==> config.mk <==
export PLATFORM = sky130hd
export DESIGN_NAME = seq_stage_ctrl
export DESIGN_NICKNAME = d
export VERILOG_FILES = /design/src/rtl/seq_stage_ctrl.sv
export SDC_FILE = /design/constraint.sdc
export NUM_CORES = 1
export LEC_CHECK = 0
export CORE_AREA = 4 4 137 73
export DETAILED_ROUTE_END_ITERATION = 16
export DIE_AREA = 0 0 141 77
export GPL_TIMING_DRIVEN = 1
export MAX_ROUTING_LAYER = met4
export SETUP_SLACK_MARGIN = 0.05
export SLEW_MARGIN = 20
export SYNTH_ARGS = -nofsm -noshare
export SYNTH_HDL_FRONTEND = slang
export SYNTH_SLANG_ARGS = --single-unit
==> constraint.sdc <==
create_clock -name clk -period 2.35 [get_ports clk]
set_input_delay 0.3525 -clock clk [delete_from_list [all_inputs] [get_ports clk]]
set_output_delay 0.3525 -clock clk [all_outputs]
set_load 0.005 [all_outputs]
==> src/rtl/seq_stage_ctrl.sv <==
// seq_stage_ctrl: multi-cycle stage sequencer for the SEQ processor.
// Build option: define SEQ_SKIP_MEM_EN to bypass MEMORY for non-memory icodes.
module seq_stage_ctrl #(
    parameter int CNT_W       = 32,
    parameter int MEM_TIMEOUT = 16
) (
    input  logic             clk,
    input  logic             rst,
    input  logic             start,
    input  logic [3:0]       icode,
    input  logic             instr_valid,
    input  logic             imem_error,
    input  logic             mem_ready,
    input  logic             dmem_error,
    output logic             fetch_en,
    output logic             decode_en,
    output logic             exec_en,
    output logic             cc_we,
    output logic             mem_en,
    output logic             wb_en,
    output logic             pc_en,
    output logic [1:0]       stat,
    output logic             busy,
    output logic             halted,
    output logic [CNT_W-1:0] instr_count
);

    localparam logic [2:0] S_IDLE  = 3'd0;
    localparam logic [2:0] S_FETCH = 3'd1;
    localparam logic [2:0] S_DEC   = 3'd2;
    localparam logic [2:0] S_EXEC  = 3'd3;
    localparam logic [2:0] S_MEM   = 3'd4;
    localparam logic [2:0] S_WB    = 3'd5;
    localparam logic [2:0] S_PCUPD = 3'd6;
    localparam logic [2:0] S_HALT  = 3'd7;

    localparam logic [1:0] STAT_AOK = 2'b00;
    localparam logic [1:0] STAT_HLT = 2'b01;
    localparam logic [1:0] STAT_ADR = 2'b10;
    localparam logic [1:0] STAT_INS = 2'b11;

    localparam logic [7:0] WAIT_LAST = 8'(MEM_TIMEOUT - 1);

    logic [2:0]       state_q, state_d;
    logic [1:0]       stat_q, stat_d;
    logic [3:0]       icode_q, icode_d;
    logic [CNT_W-1:0] cnt_q, cnt_d;
    logic [7:0]       wait_q, wait_d;
    logic             cnt_inc;
    logic             mem_class;

    // Loads, stores, calls, returns and push/pop really touch data memory
    always_comb begin
        mem_class = (icode_q == 4'h4) || (icode_q == 4'h5) ||
                    (icode_q == 4'h8) || (icode_q == 4'h9) ||
                    (icode_q == 4'hA) || (icode_q == 4'hB);
    end

    // Next-state, status and wait-counter logic
    always_comb begin
        state_d = state_q;
        stat_d  = stat_q;
        icode_d = icode_q;
        wait_d  = wait_q;
        cnt_inc = 1'b0;
        case (state_q)
            S_IDLE: begin
                if (start) state_d = S_FETCH;
            end
            S_FETCH: begin
                icode_d = icode;
                if (imem_error) begin
                    stat_d  = STAT_ADR;
                    state_d = S_HALT;
                end else if (!instr_valid || icode > 4'hB) begin
                    stat_d  = STAT_INS;
                    state_d = S_HALT;
                end else if (icode == 4'h0) begin
                    stat_d  = STAT_HLT;
                    cnt_inc = 1'b1;
                    state_d = S_HALT;
                end else begin
                    state_d = S_DEC;
                end
            end
            S_DEC: state_d = S_EXEC;
            S_EXEC: begin
                wait_d = 8'd0;
`ifdef SEQ_SKIP_MEM_EN
                state_d = mem_class ? S_MEM : S_WB;
`else
                state_d = S_MEM;
`endif
            end
            S_MEM: begin
                if (!mem_class) begin
                    state_d = S_WB;
                end else begin
                    if (!mem_ready) wait_d = wait_q + 8'd1;
                    // A fault outranks a completion reported in the same cycle
                    if (dmem_error) begin
                        stat_d  = STAT_ADR;
                        state_d = S_HALT;
                    end else if (mem_ready) begin
                        state_d = S_WB;
                    end else if (wait_q == WAIT_LAST) begin
                        stat_d  = STAT_ADR;
                        state_d = S_HALT;
                    end
                end
            end
            S_WB: state_d = S_PCUPD;
            S_PCUPD: begin
                cnt_inc = 1'b1;
                state_d = S_FETCH;
            end
            S_HALT: state_d = S_HALT;
            default: state_d = S_IDLE;
        endcase
    end

    // Retired count sticks at all-ones rather than wrapping
    always_comb begin
        cnt_d = cnt_q;
        if (cnt_inc && (cnt_q != '1)) cnt_d = cnt_q + CNT_W'(1);
    end

    // State registers with immediate reset
    always_ff @(posedge clk or posedge rst) begin
        if (rst) begin
            state_q <= S_IDLE;
            stat_q  <= STAT_AOK;
            icode_q <= 4'h0;
            cnt_q   <= '0;
            wait_q  <= 8'd0;
        end else begin
            state_q <= state_d;
            stat_q  <= stat_d;
            icode_q <= icode_d;
            cnt_q   <= cnt_d;
            wait_q  <= wait_d;
        end
    end

    // Moore decodes of the state register
    always_comb begin
        fetch_en    = (state_q == S_FETCH);
        decode_en   = (state_q == S_DEC);
        exec_en     = (state_q == S_EXEC);
        cc_we       = (state_q == S_EXEC) && (icode_q == 4'h6);
        mem_en      = (state_q == S_MEM);
        wb_en       = (state_q == S_WB);
        pc_en       = (state_q == S_PCUPD);
        busy        = (state_q != S_IDLE) && (state_q != S_HALT);
        halted      = (state_q == S_HALT);
        stat        = stat_q;
        instr_count = cnt_q;
    end

endmodule

# ---- Word level (Yosys, flattened, before mapping)
# Index checks and enable logic that the tools add are counted.
dict set report word_totals {
  ff_bits 49
  latch_bits 0
  mem_bits_rw 0
  mem_bits_ro 0
  inputBits 11
  word_cells 74
  n_memories 0
}
dict set report classes {
  add_sub_neg 2
  multipliers 0
  n_div 0
  n_lt_le_gt_ge 1
  n_eq_ne 24
  shifts 0
  mux 24
  bitwise 0
  n_reduce_logical 18
}
# operator n
set ops {}
lappend ops {{adder 32 x 1 -> 32 bit, second input constant} 1}
lappend ops {{inequality test 32 bit, second input constant} 1}
lappend ops {{two-way mux 3 bit} 8}
lappend ops {{one-hot mux 3 bit (8 select lines)} 1}
lappend ops {{equality test 4 bit, second input constant} 4}
lappend ops {{two-way mux 8 bit} 2}
lappend ops {{one-hot mux 8 bit (2 select lines)} 1}
lappend ops {{two-way mux 2 bit} 7}
lappend ops {{equality test 3 bit, second input constant} 4}
lappend ops {{equality test 4 x 3 -> 1 bit, second input constant} 3}
lappend ops {{adder 8 x 1 -> 8 bit, second input constant} 1}
lappend ops {{equality test 8 x 4 -> 1 bit, second input constant} 1}
lappend ops {{equality test 3 x 2 -> 1 bit, second input constant} 2}
lappend ops {{logical OR 1 bit} 6}
lappend ops {{inequality test 3 bit, second input constant} 2}
lappend ops {{inequality test 5 x 4 -> 1 bit, second input constant} 1}
lappend ops {{AND reduction 5 bit} 1}
lappend ops {{greater-than comparator 4 bit, second input constant} 1}
lappend ops {{zero test 4 bit} 1}
lappend ops {{inequality test 2 bit, second input constant} 2}
lappend ops {{inequality test 4 x 2 -> 1 bit, second input constant} 1}
lappend ops {{one-hot mux 2 bit (2 select lines)} 1}
lappend ops {{nonzero test 2 bit} 2}
lappend ops {{equality test 3 x 1 -> 1 bit, second input constant} 1}
lappend ops {{10 further kinds} 14}

# ---- Longest topological paths before layout
dict set report depth {
  depth_word 8
  mapped_depth 8
  ltp_nobuf 6
}

# ---- Least setup slack after synthesis
# No wires, ideal clock.
dict set report synth_path {
  path_kind {register to register}
  start {register cnt_q[0] (netlist: instr_count[0])}
  end {register cnt_q[1] (netlist: instr_count[1])}
  arrival_time_ns 2.041
  setup_slack_ns 0.182
  stages_incl_launch_ff 8
  path_buffers 1
  period_less_slack_ns 2.168
  path_cell_list {dfrtp_1 > ha_1 > nand3_1 > or4_4 > or3_1 > clkbuf_1 > nand2_1 > mux2_1}
}
dict set report synth_via {
  elab_chain_cells 2
}
# element line_no
set synth_lines {}
lappend synth_lines {{start, declared} 47} ;# logic [CNT_W-1:0] cnt_q, cnt_d;
lappend synth_lines {{start signal, assigned} 140} ;# cnt_q <= cnt_d;
lappend synth_lines {{parallel branches: the longest is 2 deep, another holds adder 32 x 1 -> 32 bit} --}
# Several ways; the timed one is not identified.
# A chain may end at the register's enable or synchronous reset.

# ---- Final worst setup path
dict set report layout_path {
  start {register state_q[1]}
  end {output port pc_en}
}
dict set report layout_via {
  elab_chain_cells 1
}
# element line_no
set layout_lines {}
lappend layout_lines {{start, declared} 44} ;# logic [2:0] state_q, state_d;
lappend layout_lines {{start signal, assigned} 137} ;# state_q <= state_d;
lappend layout_lines {{equality test 3 bit} 153} ;# pc_en = (state_q == S_PCUPD);
lappend layout_lines {{end, declared} 21} ;# output logic pc_en,
# Every way passes these cells.

==> impl_metrics.env <==
export IMPL_status="complete, no violations"
export IMPL_crit_path_max_fanout=12
export IMPL_htree_levels=2
export IMPL_pwr_share_clk_pct=44.3
export IMPL_critPathCaptureType="output port"
export IMPL_die_area_um2=10900
export IMPL_cts_buffer_depth=2
export IMPL_grt_total_usage_pct=12.4
export IMPL_yosysWarnings=0
export IMPL_crit_chain="inv_1 > or3_4 > inv_1 > clkdlybuf4s50_1"
export IMPL_cp_common_cell="inv_1"
export IMPL_cts_buffers=5
export IMPL_worstPathRequired_ns=2.00
export IMPL_slew_headroom_pct=64.4
export IMPL_wl_met3_um=129
export IMPL_grt_setup_unrepaired="true"
export IMPL_drtIter0Drc=145
export IMPL_yosys_top_cells_count="dfrtp_1 (49), xnor2_1 (30), nand4_1 (19), nand2_1 (18), nand3_1 (17)"
export IMPL_via_per_inst=4.90
export IMPL_place_port_buffers=53
export IMPL_routedWlPerCell_um=14.6
export IMPL_cts_tree="yes"
export IMPL_fin_area_um2=3580
export IMPL_syn_num_nets=274
export IMPL_slew_viol_final=0
export IMPL_fillers=846
export IMPL_boundaryPins=54
export IMPL_dieHeight_um=77
export IMPL_synth_top_area_share_pct=47.0
export IMPL_crit_family="buffers and inverters"
export IMPL_cp_buffers_inverters=3
export IMPL_clk_latency_ns=0.28
export IMPL_ys_flop_type="dfrtp_1"
export IMPL_start_util_pct=30.2
export IMPL_fmax_mhz=450
export IMPL_wl_mm=6.54
export IMPL_arrival_ns=1.87
export IMPL_irDropWorstVdd_v=0.000293
export IMPL_power_density_nw_per_um2=448
export IMPL_wl_met1_mm=3.24
export IMPL_async_reset_ff_share_pct=100
export IMPL_drtPass1Iterations=4
export IMPL_root_buffer="clkbuf_16"
export IMPL_synth_edf_count=0
export IMPL_worst_setup_path_start_kind="flip-flop"
export IMPL_gp_congestion=0.844
export IMPL_overflow=0
export IMPL_syn_to_final_growth_pct=37.3
export IMPL_p_sw_mw=0.320
export IMPL_yosysMostFrequentCell="dfrtp_1"
export IMPL_placedInstanceArea_um2=3400
export IMPL_p_sw_share_pct=20.0
export IMPL_insertedDiodeCount=0
export IMPL_ys_ff_latch=49
export IMPL_placementRows=24
export IMPL_grt_max_degree=27
export IMPL_syn_cell_area_um2=2610
export IMPL_avgSynthCellArea_um2=10.0
export IMPL_maxCapViolCount=0
export IMPL_p_total_mw=1.61
export IMPL_num_nets_final=344
export IMPL_antenna_found_initial=0
export IMPL_synth_top_cell_by_area="dfrtp_1"
export IMPL_syn_inst=261
export IMPL_criticalPathCategory="reg2out"
export IMPL_drive_above_1_share_pct=13.9
export IMPL_skew_ns=0.00487
export IMPL_sequentialPowerShare_pct=52.5
export IMPL_top_layer="met4"
export IMPL_p_comb_share_pct=3.2
export IMPL_whs_ns=0.418
export IMPL_synth_cell_types=46
export IMPL_tightest_slew_ns=0.534
export IMPL_yosys_top_cells_area="dfrtp_1 (47%), xnor2_1 (10%), nand4_1 (4.6%)"
export IMPL_fin_ws_ns=0.128
export IMPL_period_needed_ns=2.22
export IMPL_clock_sinks=49
export IMPL_dr_wl_met2_mm=3.13
export IMPL_critPathSlowestCell="clkdlybuf4s50_1"
export IMPL_hold_buffers=0
export IMPL_dieWidth_um=141
export IMPL_grt_pass1_vias=2177
export IMPL_core_area_um2=8650
export IMPL_hold_violations=0
export IMPL_clkSlewWorstSetupHoldPaths_ns=0.06
export IMPL_max_stage_delay_ns=0.49
export IMPL_hold_class="in2reg"
export IMPL_setup_viol=0
export IMPL_dp_hpwl_mm=4.85
export IMPL_leakage_nw=1.52
export IMPL_place_ws_ns=-0.303
export IMPL_vias=2194
export IMPL_period_share_pct=94.5
export IMPL_grt_pass1_wl_mm=10.8
export IMPL_p_int_mw=1.29
export IMPL_final_antenna_net_count=0
export IMPL_ys_seq_area_share_pct=47.0
export IMPL_drcViolationCount=0
[per-stage QoR]
step           util [%]  cells  TNS [ns]
2_1_floorplan         -    261         0
3_3_place_gp       39.3    440     -7.41
3_5_place_dp       39.3    440     -8.22
4_1_cts            41.1    447         0
5_1_grt            41.4    448         0
6_report           41.4    448         0
[power groups by stage]
| stage | clock [mW] | sequential (mW) | combinational (mW) |
|---|---|---|---|
| after global placement | 0 | 0.859 | 0.0516 |
| after global routing | 0.763 | 0.843 | 0.0577 |
| after detailed placement | 0 | 0.859 | 0.0530 |
| after CTS | 0.724 | 0.843 | 0.0532 |
| final | 0.711 | 0.843 | 0.0511 |
| after floorplan | 0 | 0.859 | 0.0186 |
[what timing repair did]
action	in CTS	in global routing
endpoints found under the setup margin	24	25
buffers inserted	0	1
resized for setup	3	8
pin swaps	4	4
[registers in the layout (all words and copies together) (netlist names)]
| signal | cells |
|---|---|
| wait_q | 8 |
| instr_count | 32 |
| stat | 2 |
| state_q | 3 |
| icode_q | 4 |
[layout make-up]
class                      count  area [um^2]  area share (%)
multi-input combinational    194         1320            36.9
timing repair buffer          72          708            19.8
tap                          117          146            4.09
sequential                    49         1230            34.3
clock buffer                   7          143            3.98
inverter                       9         33.8           0.943
[metal layers]
metal  up-vias  global-route usage [%]
met3         2                    2.11
met5         -                       -
li1       1082                       -
met2        36                    19.9
met1      1074                    16.4
met4         0                    3.38
[logic make-up (layout without fill, tap and decap cells)]
| kind of cell | after synthesis | in the layout | synth area share, % |
|---|---|---|---|
| adders and majority gates | 2 | 2 | 0.959 |
| DFF | 49 | 49 | 47.0 |
| AOI/OAI and AO/OA | 31 | 31 | 7.96 |
| buffers and inverters | 18 | 88 | 3.02 |
| and+or+nand+nor | 123 | 123 | 27.8 |
| muxes | 5 | 5 | 2.16 |
| xor gates and xnor gates | 33 | 33 | 11.1 |
[cells in the final DEF, fill, tap and decap left out, types with 6 or more instances in the layout]
cell type        Yosys  layout
xnor2_1             30      30
nor2_1              13      13
o21ai_0             11      11
nand3_1             17      16
nand4_1             19      19
nor3_1               6       6
and3_1              12      11
nand2_1             18      18
buf_4                2      17
inv_1                9       8
dfrtp_1             49      46
a21oi_1              7       7
and2_1               6       6
and4_1              10      10
clkdlybuf4s50_1      0      49
[path summary, 6_finish.rpt]
check                                start               to  slack [ns]  cells past startpoint
min in group asynchronous              rst   instr_count[3]        0.44                      2
setup / recovery                state_q[1]            pc_en        0.13                      4
hold reg to reg            instr_count[30]  instr_count[30]        0.50                      1
setup reg to reg            instr_count[0]  instr_count[29]        0.18                      7
max in group asynchronous              rst        wait_q[4]        1.33                      3
hold / removal                    icode[3]       icode_q[3]        0.42                      2
No activity file was read; power rests on OpenSTA's default activity.
